==> src/rtl/pool2x2_stream.sv <==
// 2x2 stride-2 max/avg pooling over a raster-scanned CH-channel feature map.
// Latency: 1 cycle from acceptance of the odd-x/odd-y pixel to data_out_valid.
// Backpressure: none; one pixel accepted per data_in_valid, gaps hold all state.
//
// Ports:
//   clk            clock
//   rst_n          asynchronous reset, active-high (legacy name)
//   data_in        CH samples of DATA_W bits, channel k at [(k+1)*DATA_W-1 : k*DATA_W]
//   data_in_valid  pixel present this cycle
//   data_out       pooled pixel, same channel packing, held between output events
//   data_out_valid single-cycle pulse per pooled pixel
//   frame_done     pulses with the last pooled pixel of a frame
module pool2x2_stream #(
    parameter int DATA_W = 32,
    parameter int CH     = 3,
    parameter int IMG_W  = 26,
    parameter int IMG_H  = 26,
    parameter int SIGNED = 1,
    parameter int MODE   = 0
) (
    input  logic                 clk,
    input  logic                 rst_n,
    input  logic [CH*DATA_W-1:0] data_in,
    input  logic                 data_in_valid,
    output logic [CH*DATA_W-1:0] data_out,
    output logic                 data_out_valid,
    output logic                 frame_done
);

    localparam int XW   = $clog2(IMG_W);
    localparam int YW   = $clog2(IMG_H);
    localparam int LB_D = IMG_W / 2;
    localparam int LBW  = (LB_D > 1) ? $clog2(LB_D) : 1;
    // Average mode keeps the full-precision pair sum; max mode needs no growth.
    localparam int PW   = (MODE != 0) ? DATA_W + 1 : DATA_W;
    // Working width: room for a 4-sample sum plus sign.
    localparam int EW   = DATA_W + 2;
    localparam int SH   = (MODE != 0) ? 2 : 0;

    localparam logic [XW-1:0] X_LAST = XW'(IMG_W - 1);
    localparam logic [YW-1:0] Y_LAST = YW'(IMG_H - 1);
    // Last pooled window of a frame; odd dimensions drop the trailing column/row.
    localparam logic [XW-1:0] X_FD   = XW'(2 * (IMG_W / 2) - 1);
    localparam logic [YW-1:0] Y_FD   = YW'(2 * (IMG_H / 2) - 1);

    logic [XW-1:0]                x_q, x_d;
    logic [YW-1:0]                y_q, y_d;
    logic [CH-1:0][DATA_W-1:0]    h_q, h_d;
    logic [CH-1:0][DATA_W-1:0]    out_q, out_d;
    logic                         out_vld_q, out_vld_d;
    logic                         fd_q, fd_d;

    logic [CH-1:0][PW-1:0]        lb_q [LB_D];
    logic [CH-1:0][PW-1:0]        lb_rd;
    logic [CH-1:0][PW-1:0]        p_w;
    logic [CH-1:0][DATA_W-1:0]    r_w;
    logic [CH-1:0][DATA_W-1:0]    din;
    logic [LBW-1:0]               lb_idx;
    logic                         lb_we;

    assign din    = data_in;
    assign lb_idx = LBW'(x_q >> 1);
    assign lb_rd  = lb_q[lb_idx];

    // Sign- or zero-extend into the working width so a single signed compare
    // and a single adder serve both SIGNED settings.
    function automatic logic [EW-1:0] ext_d(input logic [DATA_W-1:0] v);
        return (SIGNED != 0) ? {{2{v[DATA_W-1]}}, v} : {2'b00, v};
    endfunction

    function automatic logic [EW-1:0] ext_l(input logic [PW-1:0] v);
        return (SIGNED != 0) ? {{(EW-PW){v[PW-1]}}, v} : {{(EW-PW){1'b0}}, v};
    endfunction

    function automatic logic [EW-1:0] op(input logic [EW-1:0] a, input logic [EW-1:0] b);
        if (MODE != 0) begin
            return a + b;
        end
        return ($signed(a) > $signed(b)) ? a : b;
    endfunction

    always_comb begin
        for (int c = 0; c < CH; c++) begin
            p_w[c] = PW'(op(ext_d(h_q[c]), ext_d(din[c])));
            // Average: keep bits [EW-1:2] of the 4-sample sum, i.e. floor(sum/4).
            r_w[c] = DATA_W'(op(ext_l(lb_rd[c]), op(ext_d(h_q[c]), ext_d(din[c]))) >> SH);
        end
    end

    always_comb begin
        x_d       = x_q;
        y_d       = y_q;
        h_d       = h_q;
        out_d     = out_q;
        out_vld_d = 1'b0;
        fd_d      = 1'b0;
        lb_we     = 1'b0;
        if (data_in_valid) begin
            if (x_q == X_LAST) begin
                x_d = '0;
                y_d = (y_q == Y_LAST) ? '0 : y_q + 1'b1;
            end else begin
                x_d = x_q + 1'b1;
            end
            // With odd IMG_W the last column has even x, so it only lands in h.
            if (!x_q[0]) begin
                h_d = din;
            end else if (!y_q[0]) begin
                lb_we = 1'b1;
            end else begin
                out_d     = r_w;
                out_vld_d = 1'b1;
                fd_d      = (x_q == X_FD) && (y_q == Y_FD);
            end
        end
    end

    always_ff @(posedge clk or posedge rst_n) begin
        if (rst_n) begin
            x_q       <= '0;
            y_q       <= '0;
            h_q       <= '0;
            out_q     <= '0;
            out_vld_q <= 1'b0;
            fd_q      <= 1'b0;
        end else begin
            x_q       <= x_d;
            y_q       <= y_d;
            h_q       <= h_d;
            out_q     <= out_d;
            out_vld_q <= out_vld_d;
            fd_q      <= fd_d;
        end
    end

    // Row 0 of every frame rewrites each slot before odd rows read it.
    always_ff @(posedge clk) begin
        if (lb_we) begin
            lb_q[lb_idx] <= p_w;
        end
    end

    assign data_out       = out_q;
    assign data_out_valid = out_vld_q;
    assign frame_done     = fd_q;

endmodule

==> config.mk <==
export PLATFORM = sky130hd
export DESIGN_NAME = pool2x2_stream
export DESIGN_NICKNAME = d
export VERILOG_FILES = /design/src/rtl/pool2x2_stream.sv
export SDC_FILE = /design/constraint.sdc
export NUM_CORES = 2
export LEC_CHECK = 0
export CAP_MARGIN = 10
export CORE_MARGIN = 2
export CORE_UTILIZATION = 45
export CTS_CLUSTER_DIAMETER = 80
export CTS_CLUSTER_SIZE = 25
export DETAILED_ROUTE_END_ITERATION = 16
export HOLD_SLACK_MARGIN = 0.15
export PLACE_DENSITY_LB_ADDON = 0.05
export SYNTH_ARGS = -nofsm -noshare
export SYNTH_HDL_FRONTEND = slang
export SYNTH_SLANG_ARGS = --single-unit
==> constraint.sdc <==
create_clock -name clk -period 13.2 [get_ports clk]
set_clock_uncertainty 0.05 [all_clocks]
set_input_delay 3.96 -clock clk [delete_from_list [all_inputs] [get_ports clk]]
set_output_delay 3.96 -clock clk [all_outputs]
set_load 0.05 [all_outputs]
After elaboration in Yosys (flattened, before gate mapping):

Memory sizes are Yosys's and may differ from the RTL's.
Index checks and enable logic that the tools add are counted.

* register bits: 204
* bits in latches: 0
* bits in writable memories: 1248
* ROM bits: 0
* input bits: 99
* output and inout port bits: 98
* word-level logic and storage cells: 45
* memories: 1

Memory list
* lb_q: words 13, width 96, read ports 1, clocked after memory_dff 0, wr ports 1, line 53 `logic [CH-1:0][PW-1:0] lb_q [LB_D];`

* add/sub/neg operators: 2
* multipliers: 0
* div/mod/pow operators: 0
* $lt $le $gt $ge: 6
* equality and inequality tests: 2
* shifts and indexed selects: 0
* mux-type cells: 19
* bitwise logic cells: 1
* reduce and logical (&&, ||, !) cells: 4

Operator list (number)
* $gt A32 B34 Y1: 3
* $mux W34: 3
* $gt A32 B32 Y1: 3
* $mux W32: 3
* $mux W1: 11
* $add A5 B1 Y5 const B: 2
* $eq A5 B5 Y1 const B: 2
* $mux W5: 2
* $reduce_and A2 Y1: 2
* $reduce_and A3 Y1: 1
* $logic_and A1 B1 Y1: 1
* $not A1 Y1: 1

Logic depth before layout (Yosys ltp):

* depth in word-level cells: 5
* mapped depth: 22
* depth with buffers taken out: 18

Worst setup path after synthesis:

Ideal clock, no wire load.

* kind: input to register
* from: input port data_in_valid
* to: memory lb_q[0][0] (netlist bit) (enable)
* setup time: 668 ps
* data arrival time: 11150 ps
* data required time: 12482 ps
* setup slack: 1332 ps
* stages on the path: 4
* buffers on the path: 0
* path through: nand2_1 -> or2_2 -> or3_1 -> nor3_1

* word-level cells in the longest chain between the ends: 3

RTL lines
* start, declared: line 24 `input logic data_in_valid,`
* $mux W1: line 98 `if (data_in_valid) begin`
* $mux W1: line 138 `if (lb_we) begin`
* $mux W1 (not written as such): line 139 `lb_q[lb_idx] <= p_w;`
* end, declared: line 53

No other way between the ends.

Final worst setup path:

* from: input port data_in[31]
* to: register out_q (netlist bit data_out[5])

* word-level cells in the longest chain between the ends: 4

RTL lines
* start, declared: line 23 `input logic [CH*DATA_W-1:0] data_in,`
* $gt A32 B32 Y1: line 79 `return ($signed(a) > $signed(b)) ? a : b;`
* $mux W34 (*): line 79
* $gt A32 B34 Y1: line 79
* $mux W32 (*): line 79
* end signal, assigned: line 130 `out_q <= out_d;`
* end, declared: line 49 `logic [CH-1:0][DATA_W-1:0] out_q, out_d;`

Mark *: on every way between the ends. The rest lies on a longest branch, timed or not.
A chain may end at the register's enable or synchronous reset.

==> flow_summary.json <==
{
  "rsz0062_at_grt": "no",
  "ir_drop_v": 0.0002402,
  "die_h_um": 374.8,
  "drive_gt1_share_pct": 17.32,
  "clock_path_buffers": 3,
  "internal_power_w": 0.009664,
  "clkTransAtPathRegs_ns": 0.09,
  "period_minus_slack_ns": 10.92,
  "start_kind": "primary input",
  "post-route-drc-count": 0,
  "hp-start": "data_out[60]",
  "fin_tns_setup_ns": 0,
  "switchingPower_w": 0.005824,
  "cts_buffers": 83,
  "criticalPathCategory": "in -> reg",
  "portBuffers": 196,
  "powerDensity_mw_per_mm2": 224.7,
  "die-width_um": 374.8,
  "viasPerCell": 5.924,
  "timing.slew.headroom_pct": 21.67,
  "ys_seq_elements": 1452,
  "slew_violations": 0,
  "worst_slack_ns": 2.278,
  "worstSetupEndpointType": "flop",
  "seqPwrFrac_pct": 40.7,
  "leakage_nw": 23.87,
  "final_cell_count_no_fill": 5549,
  "syn_area_sq_mm": 0.06187,
  "grt_pass1_wl_um": 233000,
  "ant_nets": 0,
  "power_frac_comb_pct": 40.2,
  "wl_um": 157400,
  "syn_avg_cell_area_sq_um": 17.51,
  "clock_sinks": 1452,
  "synth_edf_count": 1248,
  "pre_cts_slack_ns": 1.661,
  "drv_cap": 0,
  "cts_hold_buffers": 0,
  "crit_arrival_ns": 11.42,
  "clk_latency_ns": 0.73,
  "fillCellCount": 11120,
  "synth_cell_types": 63,
  "wl_per_cell_um": 28.37,
  "min_to": "data_out[60]",
  "synthFlopType": "edfxtp_1",
  "fin_crit_sh_pct": 82.74,
  "placed_cells": 5398,
  "htreeDepth": 3,
  "grt_max_degree": 145,
  "max_clock_freq_ghz": 0.09156,
  "dpl-instance-area_sq_mm": 0.06610,
  "hold_depth": 2,
  "swShare_pct": 37.60,
  "grt_pass1_vias": 34610,
  "synth_cells": 3533,
  "die_area_sq_mm": 0.1405,
  "gr-usage-all-layers_pct": 22.62,
  "crit_fanout": 33,
  "clkPwrFrac_pct": 19.1,
  "r2r_end": "data_out[5]",
  "drt_iter0_markers": 2765,
  "synth_nets": 3828,
  "start_util_pct": 45.16,
  "hp-class": "reg -> reg",
  "first_pass_iters": 5,
  "dp_hpwl_um": 88800,
  "num_vias": 32870,
  "seq_area_frac_synth_pct": 68.83,
  "synthArstFlopShare_pct": 14.05,
  "num_io_pins": 197,
  "nets": 3984,
  "reg2reg_from": "x_q[1]",
  "status": "completed",
  "regToRegSetupSlack_ns": 5.58,
  "cts_tree": "built",
  "rr_worst_depth": 13,
  "postCtsSetupBuffers": 0,
  "synthToLayoutAreaGrowth_pct": 11.40,
  "yosys_warnings": 0,
  "hold_violations": 0,
  "post_cts_resized": 0,
  "std_cell_rows": 136,
  "antenna_found_initial": 3,
  "grt_overflow": 0,
  "startpoint": "data_in[31]",
  "gp_congestion": 0.8089,
  "stdcell_area_sq_mm": 0.06892,
  "coreArea_sq_mm": 0.1370,
  "crit_required_ns": 13.70,
  "worstMarginPinSlew_ns": 1.145,
  "final_core_util_pct": 50.31,
  "finalSetupViolations": 0,
  "clockRootBuffer": "clkbuf_16"
}
## synthesized netlist by cell type, types with 29 or more instances
library cell	n	area, sq um
edfxtp_1	1248	37480
inv_1	211	792.0
mux2i_1	96	960.9
o21ai_0	131	655.6
o211ai_1	73	548.0
a2111oi_1	29	290.3
mux2_4	30	450.4
o21ai_1	31	155.2
nor2_1	59	221.5
and3_1	38	237.7
dfrtp_1	204	5105
buf_1	47	176.4
mux4_2	384	8648
nor3_1	42	210.2
clkbuf_1	106	397.9
a21oi_1	74	370.4
nand3_1	92	460.4
nand2_1	271	1017
ha_1	196	2452
nand4_1	38	237.7
## state kept, by name, indices dropped and copies added (netlist names)
name and count:
data_out_valid 1, h_q 96, x_q 5, data_out 96, y_q 5, lb_q 1248
frame_done 1
## per-stage QoR
stage,total power [W],hold WS [ns]
after global routing,0.01633,0.4821
after detailed placement,0.01268,0.4296
after global placement,0.01255,0.4199
after floorplan,0.01057,0.4199
after CTS,0.01565,0.4500
final,0.01549,0.4443
## per-layer routing
metal / track usage (%) / vias to the layer above / wire length [um]
li1: - / 14300 / -
met1: 31.19 / 17610 / 67490
met2: 38.18 / 783 / 78730
met3: 2.995 / 183 / 7077
met4: 5.851 / 2 / 4098
met5: 0 / - / 12
## worst max-delay path by stage
stage                     slack (ns)            to  depth (start not counted)
after floorplan                 1.33    lb_q[0][0]                          4
after global placement          1.63  data_out[11]                         20
after detailed placement        1.66   data_out[7]                         20
after CTS                       2.45   data_out[5]                         20
after global routing            1.99  data_out[13]                         20
final                           2.28   data_out[5]                         20
## power groups by stage
stage	combinational, W	sequential (W)	clock, W
2_1_floorplan	0.00392	0.00665	0
3_3_place_gp	0.00615	0.00639	0
3_5_place_dp	0.00627	0.00641	0
4_1_cts	0.00629	0.00631	0.00305
5_1_grt	0.00679	0.00635	0.00319
6_report	0.00623	0.00630	0.00296
## worst max-delay path, stage by stage
cell and delay [ns]:
clkdlybuf4s50_1 0.57, inv_1 0.14, ha_2 0.62, nand4_2 0.25, nor3_1 0.24, a22oi_1 0.13
nand3_2 0.13, buf_4 0.54, mux2i_1 0.25, nor2_1 0.05, a2111oi_1 0.95, ha_1 0.39
a21oi_1 0.14, o21ai_0 0.15, a2111oi_0 1.04, o211ai_1 0.26, a21oi_1 0.31, mux2i_4 0.28
or2_2 0.83, o211ai_1 0.18
## cells in the final DEF, fill, tap and decap left out, drive strengths merged, types with 34 or more instances in the layout
master	Yosys	layout
mux4	384	384
nand3	92	92
dfrtp	204	204
clkbuf	106	96
nand2	271	271
buf	76	57
edfxtp	1248	1248
inv	212	239
mux2	34	34
clkdlybuf4s50	0	196
nor2	59	59
nor3	42	42
ha	196	196
a21oi	76	76
nand4	39	39
mux2i	97	97
o211ai	73	73
o21ai	163	163
and3	38	38
## logic make-up after synthesis
kind of cell	share of synthesized area [%]
muxes	16.36
buffers and inverters	2.484
AOI/OAI and AO/OA	3.976
and+or+nand+nor	4.395
adders and majority gates	3.964
DFF	68.83
## area by class of cell
type,instances,area (sq um),share of cell area (%)
Antenna cell,2,5.005,0.007262
Clock buffer,96,2146,3.113
Clock inverter,53,669.4,0.9712
Inverter,212,808.3,1.173
Multi-Input combinational cell,1687,17920,25.99
Sequential cell,1452,42590,61.80
Tap cell,1794,2245,3.257
Timing Repair Buffer,253,2540,3.685
Power figures use the tool's default switching activity.
==> variant (same flow settings) <==
Change the parameter `IMG_W` from 26 to 22.
--- a/src/rtl/pool2x2_stream.sv
+++ b/src/rtl/pool2x2_stream.sv
@@ -14,5 +14,5 @@
     parameter int DATA_W = 32,
     parameter int CH     = 3,
-    parameter int IMG_W  = 26,
+    parameter int IMG_W  = 22,
     parameter int IMG_H  = 26,
     parameter int SIGNED = 1,
Function: not settled (the Yosys comparison gave no result); the edit may change what the design does.
==> variant against the unedited design <==
  * Register-to-register slack improved by 0.76 ns
  * Power down 8.1%
  * Count of clock-buffer cells in the layout increased by 1
  * Sequential cell count shrank 192
  * Wire length decreased by 9.4%
  * Area after synthesis down 9.1%
  * Final area is 9.4% lower
  * Setup slack better by 0.58 ns
  * Global-route usage is 0.17 points lower
  * Sequential power fell by 12%
==> variant: results (changes against the unedited design) <==
Finish
  – Antenna Cells: 1 (was 2)
  – Final clock-cell share: 3.95% (was 4.08%)
  – Multi-input combinational cell area: 17,900 um2 (about the same)
  – Comb_multi_in: 2,200 (was 1,687)
  – Layout cells sized above 1: 11.8% (was 17.3%)
  – Sequential cell area: 36,800 um2 (was 42,600 um2)
  – Max reg flops: 1,056 (was 1,248)
  – Nets@finish: 4,270 (was 3,984)
  – # fillers: 10,500 (was 11,100)
  – Non-clk bufs: 264 (was 253)
  – CLK BUF: 97 (was 96)

Critical path
  – Max stage delay on crit path: 0.91 ns (was 1.04 ns)
  – CP max FO: 96 (was 33)

Yosys
  – Syn avg cell area: 14.5 um2 (was 17.5 um2)
  – Largest cells by area after synthesis: edfxtp_1 56%, dfrtp_1 9.1%, mux4_2 7.7% (was edfxtp_1 61%, mux4_2 14%, dfrtp_1 8.3%)
  – Asr flop ratio synth: 16.2% (was 14.0%)
  – Synth cell count leaders: 1,056 x edfxtp_1, 473 x nand2_1, 341 x o21ai_0 (was 1,248 x edfxtp_1, 384 x mux4_2, 271 x nand2_1)

Drt
  – Routed WL: 143,000 um (was 157,000 um)

STA
  – Tightest Pin Transition: 1.18 ns (was 1.15 ns)

Status
  – Outcome: finished clean (unchanged)

Placement
  – GPL Wtd Cong: 0.811 (was 0.809)
  – Post-DP HPWL: 83,900 um (was 88,800 um)
  – Area after DPL: 60,000 um2 (was 66,100 um2)
  – Placed cell count: 5,538 (was 5,398)

Pwr
  – Sw Pwr: 5.69 mW (was 5.82 mW)
  – Max VDD drop: 0.238 mV (was 0.240 mV)
  – Total Power: 14.2 mW (was 15.5 mW)
  – Power Density: 228 nW/um2 (was 225 nW/um2)

Clocking
  – Clk_lat worst skew: 0.70 ns (was 0.73 ns)
  – CTS buffer count: 72 (was 83)

Floorplan
  – N_taps: 1,637 (was 1,794)

GRT
  – Initial antenna violation count: 2 (was 3)
  – Largest net degree at the start of global routing: 142 (was 145)
  – First-pass GRT wire length: 214,000 um (was 233,000 um)
[variant: kinds of logic after synthesis]
family	share of synthesized area, %
buf+inv	2.95
compound gates	8.46
simple gates	6.35
flops	65.5
mux	12.4
fa+ha+maj	4.36
[variant: path summary, 6_finish.rpt]
path / slack [ns] / endpoint / from / depth (start not counted)
worst min register to register: 0.43 / data_out[45] / data_out[45] / 2
min in group asynchronous: 3.69 / data_out[56] / rst_n / 2
worst max-delay path: 2.86 / data_out[20] / data_in[31] / 23
max in group asynchronous: 7.87 / h_q[29] / rst_n / 3
worst max register to register: 6.34 / data_out[20] / h_q[31] / 21
worst min-delay path: 0.43 / data_out[45] / data_out[45] / 2
[variant: per-layer routing]
layer	vias up	track usage (%)	wire length (um)
li1	15000	-	-
met1	16600	32.7	65800
met2	726	36.2	68300
met3	148	3.07	6160
met4	0	4.83	2420
met5	-	0	0
